**config.mk**
```make
export PLATFORM = sky130hd
export DESIGN_NAME = alu_result_stage
export DESIGN_NICKNAME = d
export VERILOG_FILES = /design/src/rtl/alu_result_stage.sv
export SDC_FILE = /design/constraint.sdc
export NUM_CORES = 1
export LEC_CHECK = 0
export CELL_PAD_IN_SITES_DETAIL_PLACEMENT = 0
export CELL_PAD_IN_SITES_GLOBAL_PLACEMENT = 1
export CORE_MARGIN = 4
export CORE_UTILIZATION = 25
export CTS_CLUSTER_SIZE = 14
export DETAILED_ROUTE_END_ITERATION = 10
export PLACE_DENSITY_LB_ADDON = 0.1
export REMOVE_ABC_BUFFERS = 1
export SLEW_MARGIN = 25
export SYNTH_ARGS = -nofsm -noshare
export SYNTH_HDL_FRONTEND = slang
export SYNTH_SLANG_ARGS = --single-unit
```
**constraint.sdc**
```tcl
create_clock -name clk -period 2.1 [get_ports clk]
set_input_delay 0.525 -clock clk [delete_from_list [all_inputs] [get_ports clk]]
set_output_delay 0.525 -clock clk [all_outputs]
set_load 0.03 [all_outputs]
```
**src/rtl/alu_result_stage.sv**
```systemverilog
`default_nettype none
// ============================================================================
// Module      : alu_result_stage
// Description : Two-entry, in-order result buffer between the ALU and the
//               register-file writeback. Each accepted ALU result (data byte,
//               destination index, write enable) is held until writeback
//               consumes it. The stage also owns the architectural carry flag
//               (fed back to the ALU as the ADDC carry-in) and the zero flag
//               of the most recently accepted result.
//
// Ports       : clk        - single clock, all state on the rising edge
//               reset      - synchronous, active-high reset
//               in_valid   - ALU result present this cycle
//               in_ready   - stage can accept a result (registered state only)
//               alu_out    - ALU result byte
//               alu_zero   - ALU zero flag
//               alu_cout   - ALU carry-out
//               carry_we   - instruction updates the carry flag
//               rd         - destination register index
//               rd_we      - instruction writes rd
//               carry_q    - architectural carry flag
//               zero_q     - zero flag of the last accepted result
//               out_valid  - head entry available to writeback
//               out_ready  - writeback consumes the head entry
//               out_data   - head entry data   (0 when empty)
//               out_rd     - head entry rd     (0 when empty)
//               out_we     - head entry we     (0 when empty)
//
// Option      : ALU_RESULT_FWD_EN - when defined, adds fwd_valid / fwd_rd /
//               fwd_data, presenting the youngest held entry that writes a
//               register so the operand stage can bypass from it.
//
// Revision    : 1.0 - initial release
// ============================================================================
module alu_result_stage (
    input  logic       clk,
    input  logic       reset,
    input  logic       in_valid,
    output logic       in_ready,
    input  logic [7:0] alu_out,
    input  logic       alu_zero,
    input  logic       alu_cout,
    input  logic       carry_we,
    input  logic [2:0] rd,
    input  logic       rd_we,
    output logic       carry_q,
    output logic       zero_q,
    output logic       out_valid,
    input  logic       out_ready,
    output logic [7:0] out_data,
    output logic [2:0] out_rd,
    output logic       out_we
`ifdef ALU_RESULT_FWD_EN
    ,
    output logic       fwd_valid,
    output logic [2:0] fwd_rd,
    output logic [7:0] fwd_data
`endif
);

    localparam logic [1:0] c_COUNT_EMPTY = 2'd0;
    localparam logic [1:0] c_COUNT_FULL  = 2'd2;

    // ------------------------------------------------------------------
    // Storage and bookkeeping
    // ------------------------------------------------------------------
    logic [7:0] r_data [2];
    logic [2:0] r_rd   [2];
    logic       r_we   [2];

    logic       r_wr_ptr;   // slot the next accepted result goes into
    logic       r_rd_ptr;   // slot of the oldest held result
    logic [1:0] r_count;    // number of held results, 0..2
    logic       r_carry;
    logic       r_zero;

    logic       w_push;
    logic       w_pop;
    logic       w_empty;
    logic [1:0] w_count_nxt;

    // Both handshakes depend only on registered occupancy, so there is no
    // combinational path from out_ready to in_ready nor from in_* to out_*.
    assign w_empty   = (r_count == c_COUNT_EMPTY);
    assign in_ready  = (r_count < c_COUNT_FULL);
    assign out_valid = !w_empty;

    assign w_push = in_valid && in_ready;
    assign w_pop  = out_valid && out_ready;

    // Push and pop together leave occupancy unchanged; the pointers still
    // advance, so at count 1 the freshly written slot becomes the head.
    always_comb begin
        w_count_nxt = r_count;
        case ({w_push, w_pop})
            2'b10:   w_count_nxt = r_count + 2'd1;
            2'b01:   w_count_nxt = r_count - 2'd1;
            default: w_count_nxt = r_count;
        endcase
    end

    always_ff @(posedge clk) begin
        if (reset) begin
            r_count  <= c_COUNT_EMPTY;
            r_wr_ptr <= 1'b0;
            r_rd_ptr <= 1'b0;
            r_carry  <= 1'b0;
            r_zero   <= 1'b0;
            for (int i = 0; i < 2; i++) begin
                r_data[i] <= 8'h00;
                r_rd[i]   <= 3'd0;
                r_we[i]   <= 1'b0;
            end
        end else begin
            if (w_push) begin
                r_data[r_wr_ptr] <= alu_out;
                r_rd[r_wr_ptr]   <= rd;
                r_we[r_wr_ptr]   <= rd_we;
                r_wr_ptr         <= ~r_wr_ptr;
                // Zero flag tracks every accepted result, even ones that
                // do not write a register (compares, tests).
                r_zero           <= alu_zero;
                if (carry_we) begin
                    r_carry <= alu_cout;
                end
            end
            if (w_pop) begin
                r_rd_ptr <= ~r_rd_ptr;
            end
            r_count <= w_count_nxt;
        end
    end

    assign carry_q = r_carry;
    assign zero_q  = r_zero;

    // ------------------------------------------------------------------
    // Head presentation: forced to zero when nothing is held so writeback
    // never sees stale slot contents.
    // ------------------------------------------------------------------
    always_comb begin
        out_data = 8'h00;
        out_rd   = 3'd0;
        out_we   = 1'b0;
        if (!w_empty) begin
            out_data = r_data[r_rd_ptr];
            out_rd   = r_rd[r_rd_ptr];
            out_we   = r_we[r_rd_ptr];
        end
    end

`ifdef ALU_RESULT_FWD_EN
    // ------------------------------------------------------------------
    // Forwarding: the youngest held entry always sits just behind the
    // write pointer. When two entries are held and the youngest does not
    // write a register, fall back to the older (head) entry.
    // ------------------------------------------------------------------
    logic w_young;
    assign w_young = ~r_wr_ptr;

    always_comb begin
        fwd_valid = 1'b0;
        fwd_rd    = 3'd0;
        fwd_data  = 8'h00;
        if (!w_empty && r_we[w_young]) begin
            fwd_valid = 1'b1;
            fwd_rd    = r_rd[w_young];
            fwd_data  = r_data[w_young];
        end else if ((r_count == c_COUNT_FULL) && r_we[r_rd_ptr]) begin
            fwd_valid = 1'b1;
            fwd_rd    = r_rd[r_rd_ptr];
            fwd_data  = r_data[r_rd_ptr];
        end
    end
`endif

endmodule
`default_nettype wire

```
# Word level (Yosys, flattened, before mapping)
# Memory sizes are Yosys's and may differ from the RTL's. A register that Yosys moved wholly into a read port is not among the register bits.
# Index checks and enable logic that the tools add are counted.
[totals]
regBits = 6
latchBits = 0
mem_bits_rw = 24
rom_bits = 0
input_bits = 19
out_inout_bits = 16
wordCells = 48
n_memories = 3
[classes]
add_sub_neg = 2
n_mul = 0
div = 0
n_lt_le_gt_ge = 1
n_eq_ne = 2
n_shift = 0
mux = 24
bitwise = 2
reduce_logical = 9
[mem_list]
columns = ["memory", "words", "word_bits", "rd", "rd_ports_with_merged_regs", "write_ports", "line_no", "rtl"]
rows = [
  ["r_data", 2, 8, 1, 1, 2, "67", "logic [7:0] r_data [2];"],
  ["r_rd", 2, 3, 1, 1, 2, "68", "logic [2:0] r_rd [2];"],
  ["r_we", 2, 1, 1, 1, 2, "69", "logic r_we [2];"],
]
[op_table]
columns = ["cell", "n"]
rows = [
  ["$mux 1", 19],
  ["$mux 8", 2],
  ["$reduce_or 8->1", 1],
  ["$mux 3", 2],
  ["$pmux 2 s2", 1],
  ["$reduce_or 3->1", 1],
  ["$add 2x1->2 const B", 1],
  ["$eq 2x1->1 const B", 1],
  ["$eq 2x2->1 const B", 1],
  ["$logic_and 1x1->1", 2],
  ["$logic_not 2->1", 1],
  ["$lt 2x2->1 const B", 1],
  ["$not 1->1", 2],
  ["$reduce_and 2->1", 1],
  ["$reduce_bool 2->1", 1],
  ["$sub 2x1->2 const B", 1],
  ["$logic_not 1->1", 1],
  ["$reduce_or 1->1", 1],
]

# Depth between registers and ports, before layout
[depth]
word_depth = 7
ltp_mapped = 6
mapped_depth_nobuf = 6

# Worst setup path after synthesis
# No wires, ideal clock.
[synth_path]
kind = "register -> output"
start = "register with a tool-made name"
end = "output out_data[0]"
t_arrival_ns = 1.136
required_time_ns = 1.575
setup_slack_ns = 0.439
path_stages_with_launch = 4
path_cell_list = "dfxtp_1 > buf_2 > mux2i_1 > nor2_1"
[synth_rtl]
columns = ["item", "line_no", "rtl"]
rows = [
  ["end, declared", "50", "output logic [7:0] out_data,"],
]

# Worst setup path after layout
[layout_path]
start = "register r_count[1]"
end = "output in_ready"
[layout_via]
elab_chain_len = 1
[layout_lines]
columns = ["item", "line_no", "rtl"]
rows = [
  ["start, declared", "73", "logic [1:0] r_count;"],
  ["start signal, assigned", "104", "r_count <= c_COUNT_EMPTY;"],
  ["start signal, assigned", "130", "r_count <= w_count_nxt;"],
  ["$lt 2x2->1", "85", "assign in_ready = (r_count < c_COUNT_FULL);"],
  ["end, declared", "39", "output logic in_ready,"],
]
# Every way passes these cells.

==> run metrics <==
unrepaired setup endpoints after global routing=false; Final Hold Violating Endpoints=0; first-pass GRT wire length=5140 um; cts hold-fix bufs=0; Core ar.=5240 um2; setup violators final=0; minimum clock period=1.97 ns; Most used DFF post-synth=edfxtp_1; IO Port Bufs=34; Post-Syn Area=1380 um2; leading area contributor after synthesis=edfxtp_1; Reg-to-Reg Start=r_count[1]$_SDFFE_PP0P_; most instantiated cells after synthesis=24 x and3_1, 24 x edfxtp_1, 19 x nor2_1; TritonRoute pass-1 iters=6; io pins=35; diode count=0; vias in the first global route=1004; DR WL/cell=13.7 um; met2 Use GR=16.3%; clk root buf=clkbuf_8; slowest stage delay, CP=0.66 ns; Pwr Density=1180 nW/um2; Detailed Place HPWL=2200 um; WP buf/inv=3; Layout Nets=183; clk_lat worst skew=0.27 ns; top post-synthesis cells by area=edfxtp_1 52%, and3_1 11%, dfxtp_1 10%; RR Endpoint=r_count[1]$_SDFFE_PP0P_; slowest CP cell=clkdlybuf4s50_1; standby leakage power=0.895 nW; Die Y=82.4 um; Setup crit start kind=flop; Hold Path End=r_wr_ptr$_SDFFE_PP0P_; worst slew pin tran=0.458 ns; Yosys warning count=0; post-DR vias/cell=4.29; Seq/Total Area, Yosys=62.2%; Slew HR=69.4%; All-Layer GR Usage=10.7%; TritonCTS Buffers=5; # DRC=0; post-route core utilization=37.5%; CP arrival=1.45 ns; CP required=1.57 ns; HP Start=r_wr_ptr$_SDFFE_PP0P_; DR vias=1003; Yosys top cell area share=52.1%; flop-to-flop setup slack=0.41 ns; met1 GRT Util=13.4%; Most Used Layer, Global Route=met2; synthesized area per cell=12.0 um2; initial core utilization=26.4%; total grt overflow=0; initial antenna violation count=0; pin count of the biggest net entering global routing=25; row count=26; Die X=82.4 um; setup TNS=0 ns; met3 usage=4.34%; post-route ant nets=0; hold depth=2; clk_skew=0.00396 ns; Post-CTS Resized=13; Cell variety after synth=20; Max clock buf depth=2; initial DRC count=66; CP endpoint kind=output pin; classification of the worst setup path=reg2out; wirelength, routed=3210 um; HP Class=reg2reg; power after layout=2.32 mW; postcts setup bufs=0; Post-synth ARST share=0%; Period Utilization, post-route=94.0%; Largest delay share family, worst path=buffers and inverters; outcome=complete, no violations; peak supply drop=0.000309 V; FMAX=507 MHz; Max Cap Violations=0; Reg clk slew, reported paths=0.07 ns; Post-synth EDFFs=24; placed instance count=226; area growth from synthesis to layout=42.0%; clk sinks=31; die area=6790 um2; Cell Chain, Critical Path=buf_4, inv_1, clkdlybuf4s50_1; layout cells sized above 1=12.8%; H-tree levels=2; TritonCTS clock tree=yes; R2R cell count=6; Synth Instances=115; Placer Congestion=0.670; CP Max Fanout=8; Max Slew Vio Count=0; Layout Cells excl Fill=234; #FFs+latches synth=31
-- power breakdown --
part | total, mW | internal, mW | switching, mW
Sequential | 0.827 | 0.791 | 0.0355
Clock | 0.442 | 0.232 | 0.210
Combinational | 1.05 | 0.434 | 0.619
-- how the worst max path moves through the flow --
stage                                  from                       to  cells past startpoint
floorplan                              flop              out_data[0]                      2
global placement                  out_ready  r_count[1]$_SDFFE_PP0P_                      6
detailed placement                out_ready  r_count[1]$_SDFFE_PP0P_                      6
CTS                 r_count[1]$_SDFFE_PP0P_                 in_ready                      3
global route                           flop              out_data[7]                      4
finish              r_count[1]$_SDFFE_PP0P_                 in_ready                      3
-- worst reg2reg max path, stage by stage, from the launching register on --
cell	delay [ns]
dfxtp_1	0.31
buf_4	0.16
o21ai_0	0.25
inv_1	0.09
ha_1	0.31
or3_1	0.37
a21oi_1	0.13
-- placed cells by master, fill, tap and decap left out, types with 3 or more instances in the layout --
cell             synthesis  routed
and3_1                  24      24
edfxtp_1                24      24
clkdlybuf4s50_1          0      21
nor2_1                  19      19
mux2i_1                 14      14
dlygate4sd2_1            0      13
buf_4                    0      13
dfxtp_1                  7       7
clkbuf_8                 0       5
inv_1                    3       3
-- sequential cells by signal (all words and copies together) (netlist names), named ones only --
name and count:
r_rd 6, carry_q 1, r_we 2, r_rd_ptr 1
r_wr_ptr 1, zero_q 1, r_count 2, r_data 16
-- cells by family after synthesis --
logic type                 Yosys count  share of synthesized area (%)
DFF                                 31                           62.2
muxes                               14                           10.1
and+or+nand+nor                     51                           19.9
xor gates and xnor gates             3                           1.90
AOI/OAI and AO/OA                    5                           1.99
buffers and inverters               10                           2.98
adders and majority gates            1                          0.904
-- area by class of cell --
cell class | count | area, um2
timing repair buffer | 48 | 442
fill | 535 | 3270
clock buffer | 7 | 76.3
tap | 70 | 87.6
sequential | 31 | 861
multi-input combinational | 74 | 482
clock inverter | 1 | 5.00
inverter | 3 | 11.3
-- layer usage --
metal	part of all wire, %	up-vias
li1	-	502
met1	45	474
met2	49	25
met3	5.0	2
met4	0.84	0
met5	0	-
-- metrics by stage --
stage,setup WS (ns),hold WS [ns],area [um2]
6_report,0.126,0.472,1960
5_1_grt,0.0329,0.497,1960
4_1_cts,0.112,0.477,1960
3_5_place_dp,0.0779,0.468,1900
3_3_place_gp,0.101,0.461,1900
2_1_floorplan,0.367,0.439,1350
No activity file was read; power rests on OpenSTA's default activity.
